$ cat src/rtl/param_sync_fifo_pkg.sv
// Shared defaults for the parametrised single-clock FIFO.
package param_sync_fifo_pkg;

  localparam int unsigned DEF_DATA_WIDTH       = 32;
  localparam int unsigned DEF_FIFO_DEPTH       = 4;
  localparam int unsigned DEF_EARLY_FULL_SLACK = 1;
  localparam int unsigned DEF_FULL_PUSH_POP    = 0;

  // Occupancy counter width for a given depth (needs to hold DEPTH itself).
  function automatic int unsigned cnt_width(input int unsigned depth);
    return $clog2(depth) + 1;
  endfunction

endpackage

$ cat src/rtl/param_sync_fifo_if.sv
// Producer/consumer handshake bundle for param_sync_fifo.
interface param_sync_fifo_if
  import param_sync_fifo_pkg::*;
#(
  parameter int unsigned DATA_WIDTH = DEF_DATA_WIDTH,
  parameter int unsigned CNT_W      = cnt_width(DEF_FIFO_DEPTH)
);

  logic                  flush;
  logic                  push;
  logic [DATA_WIDTH-1:0] data_in;
  logic                  pop;
  logic [DATA_WIDTH-1:0] data_out;
  logic                  valid;
  logic                  early_valid;
  logic                  full;
  logic                  early_full;
  logic [CNT_W-1:0]      count;

  // Side that drives requests and observes status.
  modport master (
    output flush, push, data_in, pop,
    input  data_out, valid, early_valid, full, early_full, count
  );

  // The FIFO itself.
  modport slave (
    input  flush, push, data_in, pop,
    output data_out, valid, early_valid, full, early_full, count
  );

endinterface

$ cat src/rtl/fifo_ptr_counter.sv
// Wrapping pointer counter with async reset, increment and synchronous clear.
module fifo_ptr_counter #(
  parameter int unsigned PTR_W = 2
) (
  input  logic             clk,
  input  logic             rst,
  input  logic             clr,
  input  logic             inc,
  output logic [PTR_W-1:0] ptr
);

  logic [PTR_W-1:0] ptr_d;

  // Clear wins over increment; increment wraps naturally at 2**PTR_W.
  always_comb begin
    ptr_d = ptr;
    if (clr) begin
      ptr_d = '0;
    end else if (inc) begin
      ptr_d = ptr + PTR_W'(1);
    end
  end

  // Pointer register.
  always_ff @(posedge clk or posedge rst) begin
    if (rst) begin
      ptr <= '0;
    end else begin
      ptr <= ptr_d;
    end
  end

endmodule

$ cat src/rtl/param_sync_fifo.sv
// Parametrised circular-buffer FIFO with flush, occupancy count and early-full.
module param_sync_fifo
  import param_sync_fifo_pkg::*;
#(
  parameter int unsigned DATA_WIDTH       = DEF_DATA_WIDTH,
  parameter int unsigned FIFO_DEPTH       = DEF_FIFO_DEPTH,
  parameter int unsigned EARLY_FULL_SLACK = DEF_EARLY_FULL_SLACK,
  parameter int unsigned FULL_PUSH_POP    = DEF_FULL_PUSH_POP
) (
  input logic               clk,
  input logic               rst,
  param_sync_fifo_if.slave  bus
);

  localparam int unsigned PTR_W = $clog2(FIFO_DEPTH);
  localparam int unsigned CNT_W = PTR_W + 1;
  localparam bit          FPP_EN = (FULL_PUSH_POP != 0);
  localparam logic [CNT_W-1:0] FULL_LVL = CNT_W'(FIFO_DEPTH);
  localparam logic [CNT_W-1:0] EF_LVL   = CNT_W'(FIFO_DEPTH - EARLY_FULL_SLACK);

  // Reject illegal configurations at elaboration.
  if (DATA_WIDTH < 1) begin : g_bad_width
    $error("param_sync_fifo: DATA_WIDTH must be >= 1");
  end
  if (FIFO_DEPTH < 2 || (FIFO_DEPTH & (FIFO_DEPTH - 1)) != 0) begin : g_bad_depth
    $error("param_sync_fifo: FIFO_DEPTH must be a power of two >= 2");
  end
  if (EARLY_FULL_SLACK < 1 || EARLY_FULL_SLACK > FIFO_DEPTH - 1) begin : g_bad_slack
    $error("param_sync_fifo: EARLY_FULL_SLACK must be in 1..FIFO_DEPTH-1");
  end

  logic [DATA_WIDTH-1:0] mem [FIFO_DEPTH];
  logic [PTR_W-1:0]      rd_ptr;
  logic [PTR_W-1:0]      wr_ptr;
  logic [CNT_W-1:0]      count_q;
  logic [CNT_W-1:0]      count_d;
  logic                  valid_q;
  logic                  full_q;
  logic                  early_full_q;
  logic                  push_acc;
  logic                  pop_acc;

  // Request acceptance and next occupancy; flush overrides both requests.
  always_comb begin
    pop_acc  = bus.pop & valid_q & ~bus.flush;
    push_acc = bus.push & ~bus.flush & (~full_q | (FPP_EN & pop_acc));
    count_d  = count_q + CNT_W'(push_acc) - CNT_W'(pop_acc);
    if (bus.flush) begin
      count_d = '0;
    end
  end

  // Occupancy and status flags, all derived from the next count.
  always_ff @(posedge clk or posedge rst) begin
    if (rst) begin
      count_q      <= '0;
      valid_q      <= 1'b0;
      full_q       <= 1'b0;
      early_full_q <= 1'b0;
    end else begin
      count_q      <= count_d;
      valid_q      <= (count_d != '0);
      full_q       <= (count_d == FULL_LVL);
      early_full_q <= (count_d >= EF_LVL);
    end
  end

  // Storage write; contents are deliberately not reset.
  always_ff @(posedge clk) begin
    if (push_acc) begin
      mem[wr_ptr] <= bus.data_in;
    end
  end

  fifo_ptr_counter #(.PTR_W(PTR_W)) u_rd_ptr (
    .clk (clk),
    .rst (rst),
    .clr (bus.flush),
    .inc (pop_acc),
    .ptr (rd_ptr)
  );

  fifo_ptr_counter #(.PTR_W(PTR_W)) u_wr_ptr (
    .clk (clk),
    .rst (rst),
    .clr (bus.flush),
    .inc (push_acc),
    .ptr (wr_ptr)
  );

  // Head entry is read straight from storage; early_valid is held low in reset.
  assign bus.data_out    = mem[rd_ptr];
  assign bus.valid       = valid_q;
  assign bus.full        = full_q;
  assign bus.early_full  = early_full_q;
  assign bus.count       = count_q;
  assign bus.early_valid = ~rst & (count_d != '0);

endmodule

$ cat src/flat_wrapper.sv
// flat-port wrapper written by rule: the top's interface ports become plain ports
module param_sync_fifo_flat import param_sync_fifo_pkg::*;
#(
  parameter int unsigned DATA_WIDTH       = DEF_DATA_WIDTH,
  parameter int unsigned FIFO_DEPTH       = DEF_FIFO_DEPTH,
  parameter int unsigned EARLY_FULL_SLACK = DEF_EARLY_FULL_SLACK,
  parameter int unsigned FULL_PUSH_POP    = DEF_FULL_PUSH_POP
)
  (clk, rst, bus_flush, bus_push, bus_data_in, bus_pop, bus_data_out, bus_valid, bus_early_valid, bus_full, bus_early_full, bus_count);
  param_sync_fifo_if #(.DATA_WIDTH(DATA_WIDTH), .CNT_W((3))) bus_i ();
  input logic clk;
  input logic rst;
  input wire logic [$bits(bus_i.flush)-1:0] bus_flush;
  input wire logic [$bits(bus_i.push)-1:0] bus_push;
  input wire logic [$bits(bus_i.data_in)-1:0] bus_data_in;
  input wire logic [$bits(bus_i.pop)-1:0] bus_pop;
  output wire logic [$bits(bus_i.data_out)-1:0] bus_data_out;
  output wire logic [$bits(bus_i.valid)-1:0] bus_valid;
  output wire logic [$bits(bus_i.early_valid)-1:0] bus_early_valid;
  output wire logic [$bits(bus_i.full)-1:0] bus_full;
  output wire logic [$bits(bus_i.early_full)-1:0] bus_early_full;
  output wire logic [$bits(bus_i.count)-1:0] bus_count;
  assign bus_i.flush = bus_flush;
  assign bus_i.push = bus_push;
  assign bus_i.data_in = bus_data_in;
  assign bus_i.pop = bus_pop;
  assign bus_data_out = bus_i.data_out;
  assign bus_valid = bus_i.valid;
  assign bus_early_valid = bus_i.early_valid;
  assign bus_full = bus_i.full;
  assign bus_early_full = bus_i.early_full;
  assign bus_count = bus_i.count;
  param_sync_fifo #(.DATA_WIDTH(DATA_WIDTH), .FIFO_DEPTH(FIFO_DEPTH), .EARLY_FULL_SLACK(EARLY_FULL_SLACK), .FULL_PUSH_POP(FULL_PUSH_POP)) u_core (.clk(clk), .rst(rst), .bus(bus_i));
endmodule
$ cat config.mk
export PLATFORM = sky130hd
export DESIGN_NAME = param_sync_fifo_flat
export DESIGN_NICKNAME = d
export VERILOG_FILES = /design/src/rtl/param_sync_fifo_pkg.sv /design/src/rtl/param_sync_fifo_if.sv /design/src/rtl/fifo_ptr_counter.sv /design/src/rtl/param_sync_fifo.sv /design/src/flat_wrapper.sv
export SDC_FILE = /design/constraint.sdc
export NUM_CORES = 1
export LEC_CHECK = 0
export BUFFER_PORTS_ARGS = -buffer_cell sky130_fd_sc_hd__buf_2
export CAP_MARGIN = 20
export CELL_PAD_IN_SITES_DETAIL_PLACEMENT = 1
export CELL_PAD_IN_SITES_GLOBAL_PLACEMENT = 1
export CORE_ASPECT_RATIO = 1.1
export CORE_MARGIN = 3
export CORE_UTILIZATION = 46
export CTS_BUF_LIST = sky130_fd_sc_hd__clkbuf_8
export CTS_CLUSTER_DIAMETER = 80
export DETAILED_ROUTE_END_ITERATION = 8
export HOLD_SLACK_MARGIN = 0.03
export PLACE_DENSITY = 0.87
export RECOVER_POWER = 50
export SLEW_MARGIN = 30
export SYNTH_ARGS = -nofsm -noshare
export SYNTH_HDL_FRONTEND = slang
export SYNTH_SLANG_ARGS = --single-unit
$ cat constraint.sdc
create_clock -name clk -period 2.7 [get_ports clk]
set_clock_uncertainty 0.15 [all_clocks]
set_input_delay 0.54 -clock clk [delete_from_list [all_inputs] [get_ports clk]]
set_output_delay 0.54 -clock clk [all_outputs]
set_load 0.03 [all_outputs]
## Yosys cells after proc, flatten, opt, wreduce, memory -nomap -nowiden

Memories as Yosys holds them, arrays and structs flattened.
Index checks and enable logic that the tools add are counted.

- Register bits: 10
- Bits in latches: 0
- RAM bits: 128
- Memory bits (read-only): 0
- Output and inout bits: 39
- Word-level logic and storage cells: 31
- Memories: 1

- Add/sub/neg operators: 4
- Multipliers: 0
- Divide/modulo/power cells: 0
- $lt $le $gt $ge: 1
- Equal/unequal tests: 1
- Shift operators: 0
- Multiplexer cells: 7
- Bitwise logic cells: 8
- Reduce and logical (&&, ||, !) cells: 3

Memories:

| memory | words | bits a word | rd ports | clocked after memory_dff | wr ports | line | source |
|---|---|---|---|---|---|---|---|
| u_core.mem | 4 | 32 | 1 | 0 | 1 | param_sync_fifo.sv:32 | `logic [DATA_WIDTH-1:0] mem [FIFO_DEPTH];` |

Operator list:

| cell | number |
|---|---|
| $mux W2 | 4 |
| $and A1 B1 Y1 | 5 |
| $add A2 B1 Y2 const B | 2 |
| $reduce_bool A2 Y1 | 2 |
| $add A3 B1 Y3 | 1 |
| $eq A3 B3 Y1 const B | 1 |
| $ge A3 B2 Y1 const B | 1 |
| $mux W3 | 1 |
| $not A1 Y1 | 3 |
| $reduce_bool A3 Y1 | 1 |
| $sub A3 B1 Y3 | 1 |
| $mux W1 | 2 |

## Logic depth before layout (Yosys ltp)

- Depth in word-level cells: 8
- Mapped depth: 9
- Depth with buffers taken out: 9

## Hierarchy

A second synthesis with hierarchy kept.

- Cells, all modules: 214
- Area, all modules: 5,161.2 um^2

By module, submodules not included:

| module | instances | cells an instance | area an instance (um^2) |
|---|---|---|---|
| param_sync_fifo | 1 | 198 | 4,976.0 |
| fifo_ptr_counter | 2 | 8 | 92.6 |

## Worst setup path before layout

OpenSTA, ideal clock, no wires.

- Path type: input-to-output
- From: in bus_flush
- To: out bus_early_valid
- Data arrival time: 2.686 ns
- Required time: 2.010 ns
- Setup slack: -0.676 ns
- Stages: 9
- Path buffers: 1
- Cells stage by stage: buf_2 -> nor2_1 -> ha_1 -> inv_1 -> ha_1 -> fa_1 -> xnor3_1 -> nor3_1 -> nor3_1

- Cells in the longest elaborated chain, start to end: 8
- Elaborated cells on any way between the ends: 9

Ends and longest elaborated chain:

| element | line | source |
|---|---|---|
| start, declared | flat_wrapper.sv:13 | `input wire logic [$bits(bus_i.flush)-1:0] bus_flush;` |
| $not A1 Y1 | param_sync_fifo.sv:45, param_sync_fifo.sv:46 |  |
| $and A1 B1 Y1 (2 in a row) | param_sync_fifo.sv:46 | `push_acc = bus.push & ~bus.flush & (~full_q \| (FPP_EN & pop_acc));` |
| $add A3 B1 Y3 | param_sync_fifo.sv:47 | `count_d = count_q + CNT_W'(push_acc) - CNT_W'(pop_acc);` |
| $sub A3 B1 Y3 | param_sync_fifo.sv:47 |  |
| $mux W3 * | param_sync_fifo.sv:48 | `if (bus.flush) begin` |
| $reduce_bool A3 Y1 * | param_sync_fifo.sv:97 | `assign bus.early_valid = ~rst & (count_d != '0);` |
| $and A1 B1 Y1 * | param_sync_fifo.sv:97 |  |
| end, declared | flat_wrapper.sv:19 | `output wire logic [$bits(bus_i.early_valid)-1:0] bus_early_valid;` |

Every way passes the cells marked *; elsewhere a longest branch is shown, timed or not.

## Worst setup path after layout

- From: reg u_core.valid_q, in the netlist u_core.bus.valid
- To: out bus_early_valid

- Cells in the longest elaborated chain, start to end: 6

Ends and longest elaborated chain:

| element | line | source |
|---|---|---|
| start, declared | param_sync_fifo.sv:37 | `logic valid_q;` |
| start signal, assigned | param_sync_fifo.sv:62 | `valid_q <= (count_d != '0);` |
| $and A1 B1 Y1 (2 in a row) | param_sync_fifo.sv:45 | `pop_acc = bus.pop & valid_q & ~bus.flush;` |
| $sub A3 B1 Y3 | param_sync_fifo.sv:47 |  |
| $mux W3 | param_sync_fifo.sv:48 |  |
| $reduce_bool A3 Y1 | param_sync_fifo.sv:97 |  |
| $and A1 B1 Y1 | param_sync_fifo.sv:97 |  |

No other way between the ends.

==> impl_metrics.toml <==
[critical_path]
end_kind = "primary output"
critical_path_class = "reg2out"
start_kind = "register"
cp.required_ps = 2010
rrSetupSlack_ps = 240
path_max_fanout = 2
cp.arrival_ps = 2440

[synthesis]
synth_seq_area_share = 0.784
ys_ff_latch = 138
yosysUniqueCellTypes = 24
synth_top_flop_cell = "edfxtp_1"
yosysWarnings = 0
yosysMostFrequentCell = "edfxtp_1"
synthTopCellsByCount = "edfxtp_1, mux4_2, dfrtp_1, inv_1"
synth.area.top_cells = "edfxtp_1, mux4_2, dfrtp_1, mux4_1, ha_1"
synth_edf_count = 128
syn_nets = 263
netlist.area_leader.share = 0.736
ys_async_sr_fraction = 0.0725
synth_compound_area_frac = 0.00144
synth_area_sq_mm = 0.00523
muxShareOfSynthArea = 0.143
synth_top_family_by_area = "multiplexers"
yosysTopAreaCell = "edfxtp_1"
yosys.area_share.simple = 0.0216
synth_cells = 219
synth_area_per_cell_sq_um = 23.9
synthAdderAreaFrac = 0.0182
synth_xor_area_frac = 0.00934

[global_routing]
gr-total-overflow = 0
grt_pass1_vias = 2785
grt_use_total = 0.172
grt_max_degree = 25
antenna_found_initial = 1
grt_pass1_wl_um = 15800

[sta]
grt_setup_unrepaired = "yes"
worst_hold_slack_ps = 239
setup_ws_ps = -427
min_period_ps = 3130
slew_viol_final = 0
min_period_over_period = 1.16
setup_tns_ps = -1340
setup_violations = 6
clock.fmax_mhz = 320
worst_slew_pin_slew_ps = 1030
max_slew_margin = 0.314
hold_viol_final = 0

[clock_tree]
clockBufferDepth = 2
cts.sink_count = 138
htreeDepth = 4
cts_buffers = 17
cts_tree = "done"
clk_latency_ps = 420
clockRootBuffer = "clkbuf_8"
clk_pin_slew_ps = 80

[power]
power.leakage_nw = 2.16
irDropWorstVdd_v = 0.000513
pwr_density_cell_mw_per_mm2 = 922
p_total_mw = 5.80

[floorplanning]
fp.coreArea_sq_mm = 0.0110
rows = 40
die_area_sq_mm = 0.0127
die_w_um = 108
fp.dieH_um = 118
initial_core_util = 0.475
ioPinCount = 76

[cells_and_area]
antenna_cells = 0
final_layout_size_suffix_gt1_frac = 0.364
n_fill_cell = 1002
fin_util = 0.572
nets = 372
syn2layout_area_growth_pct = 20.5

[placed_design]
port_buffers = 75
post-place-ws_ps = -410
gp_congestion = 0.705
dp_hpwl_um = 6670

[detailed_routing]
via_count = 2493
drtPass1Iterations = 6
routed_wl_um = 10200
viasPerCell = 5.11
final_antenna_net_count = 0
wire_per_inst_um = 20.8
drc = 0
initialDrtViolationCount = 109

[outcome]
violations = "setup timing"
status = "complete, but fails checks"

[worst_hold_path]
min_path_type = "in2reg"

[flow_run]
drv_cap = 0
-- routing by layer --
layer / track usage / share of wire / vias to the layer above
met4: 0.0545 / 0.0063 / 2
met3: 0.0543 / 0.047 / 8
met2: 0.292 / 0.54 / 67
met1: 0.209 / 0.40 / 1302
met5: 0 / 0.00079 / -
li1: - / - / 1114
-- through the flow --
| stage | instances | cell area [sq um] |
|---|---|---|
| global route | 488 | 6300 |
| CTS | 488 | 6360 |
| finish | 488 | 6300 |
| floorplan | 219 | 5260 |
| detailed placement | 452 | 5890 |
| global placement | 452 | 5890 |
-- what timing repair did --
item,in CTS,in global routing
endpoints found under the hold margin,10,0
hold buffers,1,0
setup buffers,3,0
setup endpoints to repair,9,1
pin swaps,1,0
resized for setup,6,0
cloned,0,0
-- where the power goes --
group	switching, mW	total, mW	internal [mW]
logic	0.840	1.44	0.602
clock network	0.741	1.73	0.994
registers	0.0832	2.63	2.54
-- area by class of cell --
cell class / instances / area, sq um / share of cell area
clock inverter: 15 / 185 / 0.0294
timing repair buffer: 99 / 524 / 0.0833
tap: 147 / 184 / 0.0292
inverter: 7 / 26.3 / 0.00417
multi-input combinational: 65 / 1050 / 0.167
clock buffer: 17 / 234 / 0.0372
sequential: 138 / 4100 / 0.650
-- cells in the final DEF (no fill, tap or decap), types with 2 or more instances in the layout --
master / synthesis / routed
and2_2: 0 / 4
buf_12: 3 / 2
buf_2: 4 / 36
buf_4: 0 / 16
bufinv_16: 0 / 4
clkbuf_1: 1 / 42
clkbuf_8: 0 / 17
clkinv_4: 0 / 2
clkinvlp_4: 0 / 2
dfrtp_1: 10 / 9
edfxtp_1: 128 / 128
ha_1: 6 / 5
inv_1: 7 / 11
mux4_1: 4 / 4
mux4_2: 28 / 28
nor2_1: 6 / 5
nor2b_1: 4 / 4
nor3_4: 0 / 2
xor2_1: 2 / 2
-- critical path: stages (launching register included) --
cell and delay [ps]:
dfrtp_1 400, nand2_2 80, nor2_2 50, ha_1 270, inv_1 40, ha_2 180, fa_2 330, xnor3_2 270
nor3_4 200, nor3_4 60, buf_6 140
-- cell families after synthesis --
kind of cell,count (synthesis)
flip-flops,138
adder cells (fa/ha/maj),7
buffers and inverters,16
multiplexers,33
AND/OR/NAND/NOR,20
AO/OA/AOI/OAI,1
XOR/XNOR,4
-- flip-flops by register name, summed over array words and instances (netlist names) --
register               count
u_core.mem               128
u_core.bus.count           3
u_core.u_rd_ptr.ptr        2
u_core.u_wr_ptr.ptr        2
u_core.bus.early_full      1
u_core.bus.full            1
u_core.bus.valid           1
-- path summary, 6_finish.rpt --
check | start | to | cells after the start
max in group asynchronous | rst | u_core.u_rd_ptr.ptr[1]$_DFFE_PP0P_ | 3
worst max-delay path | u_core.bus.valid$_DFF_PP0_ | bus_early_valid | 10
worst min register to register | u_core.u_wr_ptr.ptr[1]$_DFFE_PP0P_ | u_core.u_wr_ptr.ptr[1]$_DFFE_PP0P_ | 2
worst max register to register | u_core.bus.full$_DFF_PP0_ | u_core.mem[0][25]$_DFFE_PP_ | 5
min in group asynchronous | rst | u_core.bus.valid$_DFF_PP0_ | 3
worst min-delay path | bus_data_in[12] | u_core.mem[3][12]$_DFFE_PP_ | 1
No activity file was read; power rests on OpenSTA's default activity.
